$ cat config.mk
export PLATFORM = sky130hd
export DESIGN_NAME = fetch_stage
export DESIGN_NICKNAME = d
export VERILOG_FILES = /design/src/rtl/fetch_stage.sv
export SDC_FILE = /design/constraint.sdc
export NUM_CORES = 1
export LEC_CHECK = 0
export ABC_AREA = 1
export CAP_MARGIN = 10
export CORE_ASPECT_RATIO = 0.8
export CORE_MARGIN = 2
export CORE_UTILIZATION = 35
export CTS_CLUSTER_DIAMETER = 200
export DETAILED_ROUTE_END_ITERATION = 10
export DONT_BUFFER_PORTS = 1
export GPL_TIMING_DRIVEN = 0
export PLACE_DENSITY_LB_ADDON = 0.15
export SYNTH_ARGS = -nofsm -noshare
export SYNTH_HDL_FRONTEND = slang
export SYNTH_SLANG_ARGS = --single-unit
$ cat constraint.sdc
create_clock -name clk_i -period 1.55 [get_ports clk_i]
set_input_delay 0.31 -clock clk_i [delete_from_list [all_inputs] [get_ports clk_i]]
set_output_delay 0.31 -clock clk_i [all_outputs]
set_load 0.02 [all_outputs]
$ cat src/rtl/fetch_stage.sv
// -----------------------------------------------------------------------------
// fetch_stage
//
// Instruction-fetch stage of the pipelined RISC-V core. Owns the PC, runs a
// request/acknowledge handshake to instruction memory and drives the IF/ID
// pipeline register. A one-entry holding buffer catches an instruction that
// returns while ID is stalled, so nothing fetched is lost or duplicated.
//
// Parameters
//   PC_RESET        first fetch address after reset (word aligned)
//   NOP_INST        instruction shown on inst_o while valid_o = 0
//
// Ports
//   clk_i           clock, all state updates on the rising edge
//   rst_i           synchronous active-high reset (also aborts a pending fetch)
//   stall_i         hold PC and IF/ID (load-use hazard)
//   flush_i         branch taken in ID: squash IF/ID, redirect to target
//   branch_target_i redirect address, bits [1:0] ignored
//   imem_req_o      fetch request
//   imem_addr_o     fetch address, stable until acknowledged
//   imem_ack_i      one-cycle acknowledge, imem_data_i valid with it
//   imem_data_i     fetched instruction word
//   valid_o         IF/ID holds a real instruction
//   pc_o            PC of the IF/ID instruction
//   inst_o          IF/ID instruction, NOP_INST when not valid
//   opcode_o        inst_o[6:0], straight to the control unit
//
// State     | meaning
// ----------+-------------------------------------------------------------
// ST_IDLE   | just out of reset, no request yet
// ST_REQ    | request to pc_q outstanding
// ST_FULL   | holding buffer occupied while ID stalls, no request
// ST_DRAIN  | request flushed but not yet acked, data will be dropped
// -----------------------------------------------------------------------------
module fetch_stage #(
  parameter logic [31:0] PC_RESET = 32'h0000_0000,
  parameter logic [31:0] NOP_INST = 32'h0000_0013
) (
  input  logic        clk_i,
  input  logic        rst_i,
  input  logic        stall_i,
  input  logic        flush_i,
  input  logic [31:0] branch_target_i,
  output logic        imem_req_o,
  output logic [31:0] imem_addr_o,
  input  logic        imem_ack_i,
  input  logic [31:0] imem_data_i,
  output logic        valid_o,
  output logic [31:0] pc_o,
  output logic [31:0] inst_o,
  output logic [6:0]  opcode_o
);

  typedef enum logic [1:0] {
    ST_IDLE  = 2'd0,
    ST_REQ   = 2'd1,
    ST_FULL  = 2'd2,
    ST_DRAIN = 2'd3
  } state_t;

  state_t      state_q, state_d;
  logic [31:0] pc_q, pc_d;
  logic [31:0] drain_addr_q, drain_addr_d;
  logic [31:0] buf_pc_q, buf_pc_d;
  logic [31:0] buf_inst_q, buf_inst_d;
  logic        if_valid_q, if_valid_d;
  logic [31:0] if_pc_q, if_pc_d;
  logic [31:0] if_inst_q, if_inst_d;

  logic [31:0] target_aligned;
  logic [31:0] pc_inc;
  logic        target_lsb_unused;

  assign target_aligned    = {branch_target_i[31:2], 2'b00};
  assign target_lsb_unused = ^branch_target_i[1:0];
  assign pc_inc            = pc_q + 32'd4;

  // A flushed request keeps presenting its original address until memory
  // answers; pc_q already points at the branch target by then.
  assign imem_req_o  = (state_q == ST_REQ) || (state_q == ST_DRAIN);
  assign imem_addr_o = (state_q == ST_DRAIN) ? drain_addr_q : pc_q;

  assign valid_o  = if_valid_q;
  assign pc_o     = if_pc_q;
  assign inst_o   = if_valid_q ? if_inst_q : NOP_INST;
  assign opcode_o = inst_o[6:0];

  always_ff @(posedge clk_i) begin
    if (rst_i) begin
      state_q      <= ST_IDLE;
      pc_q         <= PC_RESET;
      drain_addr_q <= PC_RESET;
      buf_pc_q     <= 32'h0;
      buf_inst_q   <= 32'h0;
      if_valid_q   <= 1'b0;
      if_pc_q      <= 32'h0;
      if_inst_q    <= 32'h0;
    end else begin
      state_q      <= state_d;
      pc_q         <= pc_d;
      drain_addr_q <= drain_addr_d;
      buf_pc_q     <= buf_pc_d;
      buf_inst_q   <= buf_inst_d;
      if_valid_q   <= if_valid_d;
      if_pc_q      <= if_pc_d;
      if_inst_q    <= if_inst_d;
    end
  end

  // imem_ack_i is only looked at in ST_REQ / ST_DRAIN, the two states that
  // drive a request; an ack anywhere else is a protocol error and ignored.
  always_comb begin
    state_d      = state_q;
    pc_d         = pc_q;
    drain_addr_d = drain_addr_q;
    buf_pc_d     = buf_pc_q;
    buf_inst_d   = buf_inst_q;
    if_valid_d   = if_valid_q;
    if_pc_d      = if_pc_q;
    if_inst_d    = if_inst_q;

    case (state_q)
      ST_IDLE: begin
        state_d = ST_REQ;
        if (flush_i) begin
          if_valid_d = 1'b0;
          pc_d       = target_aligned;
        end
      end

      ST_REQ: begin
        if (flush_i) begin
          if_valid_d = 1'b0;
          pc_d       = target_aligned;
          if (!imem_ack_i) begin
            state_d      = ST_DRAIN;
            drain_addr_d = pc_q;
          end
        end else if (imem_ack_i) begin
          pc_d = pc_inc;
          if (stall_i) begin
            buf_pc_d   = pc_q;
            buf_inst_d = imem_data_i;
            state_d    = ST_FULL;
          end else begin
            if_valid_d = 1'b1;
            if_pc_d    = pc_q;
            if_inst_d  = imem_data_i;
          end
        end else if (!stall_i) begin
          if_valid_d = 1'b0;
        end
      end

      ST_FULL: begin
        if (flush_i) begin
          // Buffered instruction is on the wrong path; leaving FULL drops it.
          if_valid_d = 1'b0;
          pc_d       = target_aligned;
          state_d    = ST_REQ;
        end else if (!stall_i) begin
          if_valid_d = 1'b1;
          if_pc_d    = buf_pc_q;
          if_inst_d  = buf_inst_q;
          state_d    = ST_REQ;
        end
      end

      ST_DRAIN: begin
        if (flush_i) begin
          if_valid_d = 1'b0;
          pc_d       = target_aligned;
        end
        if (imem_ack_i) begin
          state_d = ST_REQ;
        end
      end

      default: begin
        state_d = ST_IDLE;
      end
    endcase
  end

endmodule

==> metrics, run 1 <==
status finished, violations left; violated checks setup timing; Worst Setup End Kind output pin; hold path startpoint imem_data_i[12]; xor and xnor fraction of the mapped netlist area 0%; critical path peak fanout 10; htree depth 4; # fillers 2617; Req. time, crit path 1.24 ns; final setup margin -0.296 ns; Routed WL per cell 19.6 um; Cell Pwr Density 987 nW/um^2; reg-to-reg startpoint state_q[0]; Post-Synth Simple-Gate Area 18.7%; Synth top area share 39.8%; die height 151 um; fin util 48.0%; largest net degree at the start of global routing 17; crit path launch type register; Via density 5.26; RSZ-0062 raised after global routing true; WS Path Type reg2out; CP Data Arrival Time 1.54 ns; peak supply drop 0.916 mV; HPWL after detailed placement 23400 um; Initial Util 35.7%; Yosys top cell by area dfxtp_1; area post-placement 9860 sq um; post-synthesis to final-layout area growth 34.5%; Adder-Cell Fraction of Synth Area 0.533%; Setup-failing EPs final 240; leakage 4.85 nW; Root Buffer clkbuf_16; synthesized area 9400 sq um; clock latency on the worst-skew pair 0.45 ns; Synth Register Bits 187; largest family of logic cells by synthesized area compound AO/OA/AOI/OAI gates; Worst slew margin 51.1%; measured slew at the worst slew-check pin 0.734 ns; Tcrit/Tclk final 119%; DRC 0; row cnt 53; 1st-pass router iterations 5; first-pass GRT wire length 48600 um; maximum capacitance violations 0; Num CTS Buffers 17; number of distinct library cells after synthesis 34; Ports 174; top cells by area, synth dfxtp_1 40%, a211oi_2 8.0%, nand2_1 7.7%; cells after synthesis 1280; Hold WS 0.0197 ns; number of DRC markers in iteration 0 590; core area 26300 sq um; Most used DFF post-synth dfxtp_1; routability cong. 0.930; Ys Warns 0; Detail Route Antenna Nets 0; minimum clock period 1.85 ns; initial antenna violation count 3; GRT Util Overall 22.8%; clock sink total 187; proportion of synthesized area in mux cells 0.107%; Min-Delay Path Class in2reg; vias in the first global route 8296; share of layout cells above drive strength 1 31.2%; Reg clk slew, reported paths 0.08 ns; Post-Layout Inst Area 12600 sq um; worst clock skew 0.0108 ns; worst slack, placed -0.687 ns; Post-Route Setup TNS -38.26 ns; nets@finish 1403; register area share after synthesis 39.8%; via count 8946; Max Freq 0.542 GHz; fin. max-slew vios 0; asr flop ratio synth 0%; Worst Setup SP state_q[0]; Die Area 28200 sq um; Die Width 187 um; Fin. Hold Viols 0; number of synthesized flops with an enable pin 0; number of port buffers 0; area fraction in compound gates after synthesis 27.5%; Mean Syn Cell Area 7.34 sq um; Congestion Overflow GR 0; CTS tree done; CTS Buffer Depth 2; Routed WL 33400 um
## repair_timing
item	CTS	global route
pin swaps	25	14
hold buffers	0	0
gates resized for setup	314	170
endpoints found under the setup margin	256	256
setup buffers	7	13
gates cloned	3	8
## critical path: stages (launching register included)
cell	delay [ns]
dfxtp_4	0.38
ha_4	0.23
clkbuf_8	0.23
o21ai_4	0.24
## layout by cell type, fill, tap and decap left out, types with 7 or more instances in the layout
cell type and count:
inv_1 141, a211oi_2 107, clkinvlp_4 7, buf_4 22, buf_2 10, nand3_1 60
buf_12 16, buf_8 8, clkbuf_16 26, inv_4 27, nand2_2 12, nand2_8 7
nand2_1 152, dfxtp_1 178, o21ai_1 17, buf_6 28, nor2_1 122, a211oi_4 15
nand2_4 27, o21ai_4 30, o21ai_0 76, nor2_4 7, o211ai_1 7, clkbuf_1 24
inv_2 10, nand4_1 7, a21oi_1 114
## metal layers
metal / up-vias / global-route usage [%] / share of wire (%)
met2: 261 / 33.4 / 42
met3: 47 / 6.46 / 7.5
met1: 4294 / 32.3 / 48
met4: 4 / 6.87 / 2.3
li1: 4340 / - / -
met5: - / 0 / 0.081
## area by class of cell
class / count / area (sq um) / area share (%)
Tap cell: 357 / 447 / 3.53
Timing Repair Buffer: 30 / 438 / 3.46
Sequential cell: 187 / 3760 / 29.8
Antenna cell: 1 / 2.50 / 0.0198
Buffer: 100 / 1000 / 7.94
Multi-Input combinational cell: 806 / 5620 / 44.5
Inverter: 188 / 810 / 6.41
Clock inverter: 14 / 121 / 0.960
Clock buffer: 18 / 429 / 3.40
## final timing paths
path                      endpoint  depth (start not counted)  slack (ns)
hold / removal      buf_inst_q[12]                          2        0.02
setup reg to reg     if_inst_q[11]                          9       -0.26
setup / recovery   imem_addr_o[12]                          3       -0.30
hold reg to reg   drain_addr_q[13]                          2        0.46
## cells by family after synthesis
logic type	Yosys count
buffers and inverters	290
other	1
multiplexers	1
AND/OR/NAND/NOR	415
AO/OA/AOI/OAI	382
adder cells (fa/ha/maj)	4
flip-flops	187
## cells in the mapped netlist, types with 8 or more instances
library cell  instances
nand2_1             194
dfxtp_1             187
inv_1               172
nor2_1              124
a21oi_1             116
o21ai_0             107
a211oi_1             65
nand3_1              61
a211oi_2             60
clkbuf_1             49
buf_2                23
buf_4                19
o21ai_1              16
inv_2                11
buf_6                 8
nor2_2                8
nor3_1                8
## stage by stage
stage,total power [mW],instances
after floorplan,6.80,1283
after global placement,7.36,1640
after detailed placement,7.38,1640
after CTS,12.2,1681
after global routing,12.9,1700
final,12.5,1701
## sequential cells by signal (all words and copies together), names as in the netlist
| name | flops |
|---|---|
| buf_inst_q | 32 |
| if_inst_q | 32 |
| buf_pc_q | 30 |
| drain_addr_q | 30 |
| pc_o | 30 |
| pc_q | 30 |
| state_q | 2 |
| valid_o | 1 |
## report_power, final
part	internal (mW)	switching (mW)	leakage [nW]
registers	5.09	0.376	1.53
logic	1.02	1.71	3.07
clock network	2.21	2.07	0.255
Power figures use the tool's default switching activity.
==> inputs of run 2 (changes only) <==
==> constraint.sdc (replaced) <==
create_clock -name clk_i -period 1.55 [get_ports clk_i]
set_input_delay 0.3875 -clock clk_i [delete_from_list [all_inputs] [get_ports clk_i]]
set_output_delay 0.3875 -clock clk_i [all_outputs]
set_load 0.02 [all_outputs]
==> metrics, run 2 (synthesis results as in run 1) <==
number of cells after detailed placement 1640 (unchanged); slowest CP cell dfxtp_4; first-pass GRT wire length 48800 um (+0.55%); core area 26300 sq um (unchanged); peak supply drop 0.910 mV (-0.58%); switching share of total power 32.8% (-0.47 points); Setup-failing EPs final 240 (unchanged); Req. time, crit path 1.16 ns (-0.08 ns); Layout Cells excl Fill 1729 (+1.6%); die height 151 um (unchanged); violated checks setup timing; most frequent cells in the layout 171 x dfxtp_1, 157 x nand2_1, 142 x inv_1, 113 x nor2_1, 110 x a21oi_1; NetSw 4.17 mW (+0.31%); Initial Util 35.7% (unchanged); critical path peak fanout 10 (unchanged); GRT Util Overall 22.8% (about the same); row cnt 53 (unchanged); # fillers 2555 (-2.4%); CP Buf/Inv Count 1 (unchanged); Routed WL 34600 um (+3.7%); minimum clock period 1.94 ns (+0.0962 ns); 1st-pass router iterations 5 (unchanged); Tcrit/Tclk final 125% (+6.2 points); RSZ-0062 raised after global routing true; CP cell instances ha_4 -> clkbuf_8 -> o21ai_4; Max Freq 0.515 GHz (-5.0%); clock latency on the worst-skew pair 0.46 ns (about the same); Comb power frac 23.1% (+1.2 points); initial antenna violation count 2 (-1); number of DRC markers in iteration 0 876 (+48%); hold depth 2 (unchanged); Via density 5.32 (+1.1%); maximum capacitance violations 0 (unchanged); Reg clk slew, reported paths 0.08 ns (about the same); Min-Delay Path Class in2reg; clock sink total 187 (unchanged); power share of the clock group 33.8% (-0.5 points); Critical Path Max Stage Delay 0.37 ns (about the same); DRC 0 (unchanged); Post-Layout Inst Area 13100 sq um (+3.4%); measured slew at the worst slew-check pin 0.782 ns (+0.0485 ns); Routed WL per cell 20.0 um (+2.0%); WP depth 3 (unchanged); number of port buffers 0 (unchanged); biggest regs buf_inst_q (32), if_inst_q (32); Root Buffer clkbuf_16; Worst slew margin 47.8% (-3.2 points); Worst Setup End Kind output pin; post-synthesis to final-layout area growth 39.1%; share of layout cells above drive strength 1 34.1% (+2.9 points); Fin. Hold Viols 0 (unchanged); area post-placement 9870 sq um (+0.10%); HPWL after detailed placement 23400 um (about the same); Post-Route Setup TNS -52.99 ns (-14.73 ns); Ports 174 (unchanged); sequential power share 43.1% (-0.7 points); Cell Pwr Density 972 nW/um^2 (-1.6%); CP Data Arrival Time 1.55 ns (about the same); vias in the first global route 8150 (-1.8%); status finished, violations left; crit path launch type register; CTS Buffer Depth 2 (unchanged); CTS tree done; Die Width 187 um (unchanged); worst clock skew 0.0258 ns (+0.0150 ns); Congestion Overflow GR 0 (unchanged); internal power 8.53 mW (+2.5%); WS Path Type reg2out; Num CTS Buffers 17 (unchanged); nets@finish 1428 (+1.8%); htree depth 4 (unchanged); routability cong. 0.938 (+0.81%); reg2reg path depth 10 (+1); leakage 4.99 nW (+2.8%); largest net degree at the start of global routing 17 (unchanged); Detail Route Antenna Nets 0 (unchanged); fin. max-slew vios 0 (unchanged); most common cell after layout, fill and taps aside dfxtp_1; CP delay by family, top flip-flops; final setup margin -0.392 ns (-0.0962 ns); Die Area 28200 sq um (unchanged); Hold WS 0.0864 ns (+0.0668 ns); via count 9191 (+2.7%)
[run 2: cell types whose count changed in the layout (fill, tap and decap cells not counted), sizes merged]
cell / change
buf: +14
clkinv: -1
bufbuf: -1
clkinvlp: -4
clkbuf: +14
diode: +4
inv: +2
[run 2: worst paths after layout]
kind | from | end | slack (ns)
worst min register to register | drain_addr_q[19] | drain_addr_q[19] | 0.46
worst max-delay path | state_q[0] | imem_addr_o[10] | -0.39
worst min-delay path | imem_data_i[26] | buf_inst_q[26] | 0.09
worst max register to register | state_q[0] | pc_o[2] | -0.36
[run 2: power groups by stage]
stage                     combinational (mW)  sequential (mW)  clock [mW]
after floorplan                         1.38             5.43           0
after global placement                  1.86             5.50           0
after detailed placement                1.88             5.51           0
after CTS                               2.30             5.42        4.37
after global routing                    3.12             5.50        4.56
final                                   2.94             5.47        4.29
[run 2: cell type report]
cell class / instances / area (sq um) / share of cell area (%)
diodes: 5 / 12.5 / 0.0958
clock buffers: 20 / 457 / 3.50
well taps: 357 / 447 / 3.42
multi-input cells: 806 / 5690 / 43.5
flip-flops and latches: 187 / 3770 / 28.9
repair buffers: 55 / 753 / 5.76
inverters: 188 / 800 / 6.12
plain buffers: 100 / 1040 / 7.98
clock inverters: 11 / 96.3 / 0.737
[run 2: metal layers]
layer | global-route usage (%) | vias up | part of all wire [%]
li1 | - | 4377 | -
met1 | 33.2 | 4419 | 47
met2 | 33.1 | 347 | 43
met3 | 5.59 | 48 | 7.5
met4 | 6.79 | 0 | 2.6
met5 | 0 | - | 0
[run 2: through the flow]
step	power (mW)	setup slack [ns]	util (%)
after floorplan	6.81	-0.0387	-
after global placement	7.36	-0.583	37.5
after detailed placement	7.38	-0.581	37.5
after CTS	12.1	-0.362	43.7
after global routing	13.2	-0.419	49.6
final	12.7	-0.392	49.6
[run 2: worst register-to-register path, delay by kind of cell (launching register included)]
family	cells	cell delay, ns
AO/OA/AOI/OAI	1	0.19
buffers and inverters	5	0.70
flip-flops	1	0.37
AND/OR/NAND/NOR	3	0.38
adder cells (fa/ha/maj)	1	0.19
[run 2: timing repair]
action | 4_1_cts | 5_1_grt
pin swaps | 14 | 39
hold buffers | 0 | 0
endpoints found under the hold margin | 0 | 0
gates cloned | 2 | 12
buffers inserted | 3 | 39
gates resized for setup | 259 | 278
endpoints found under the setup margin | 256 | 256
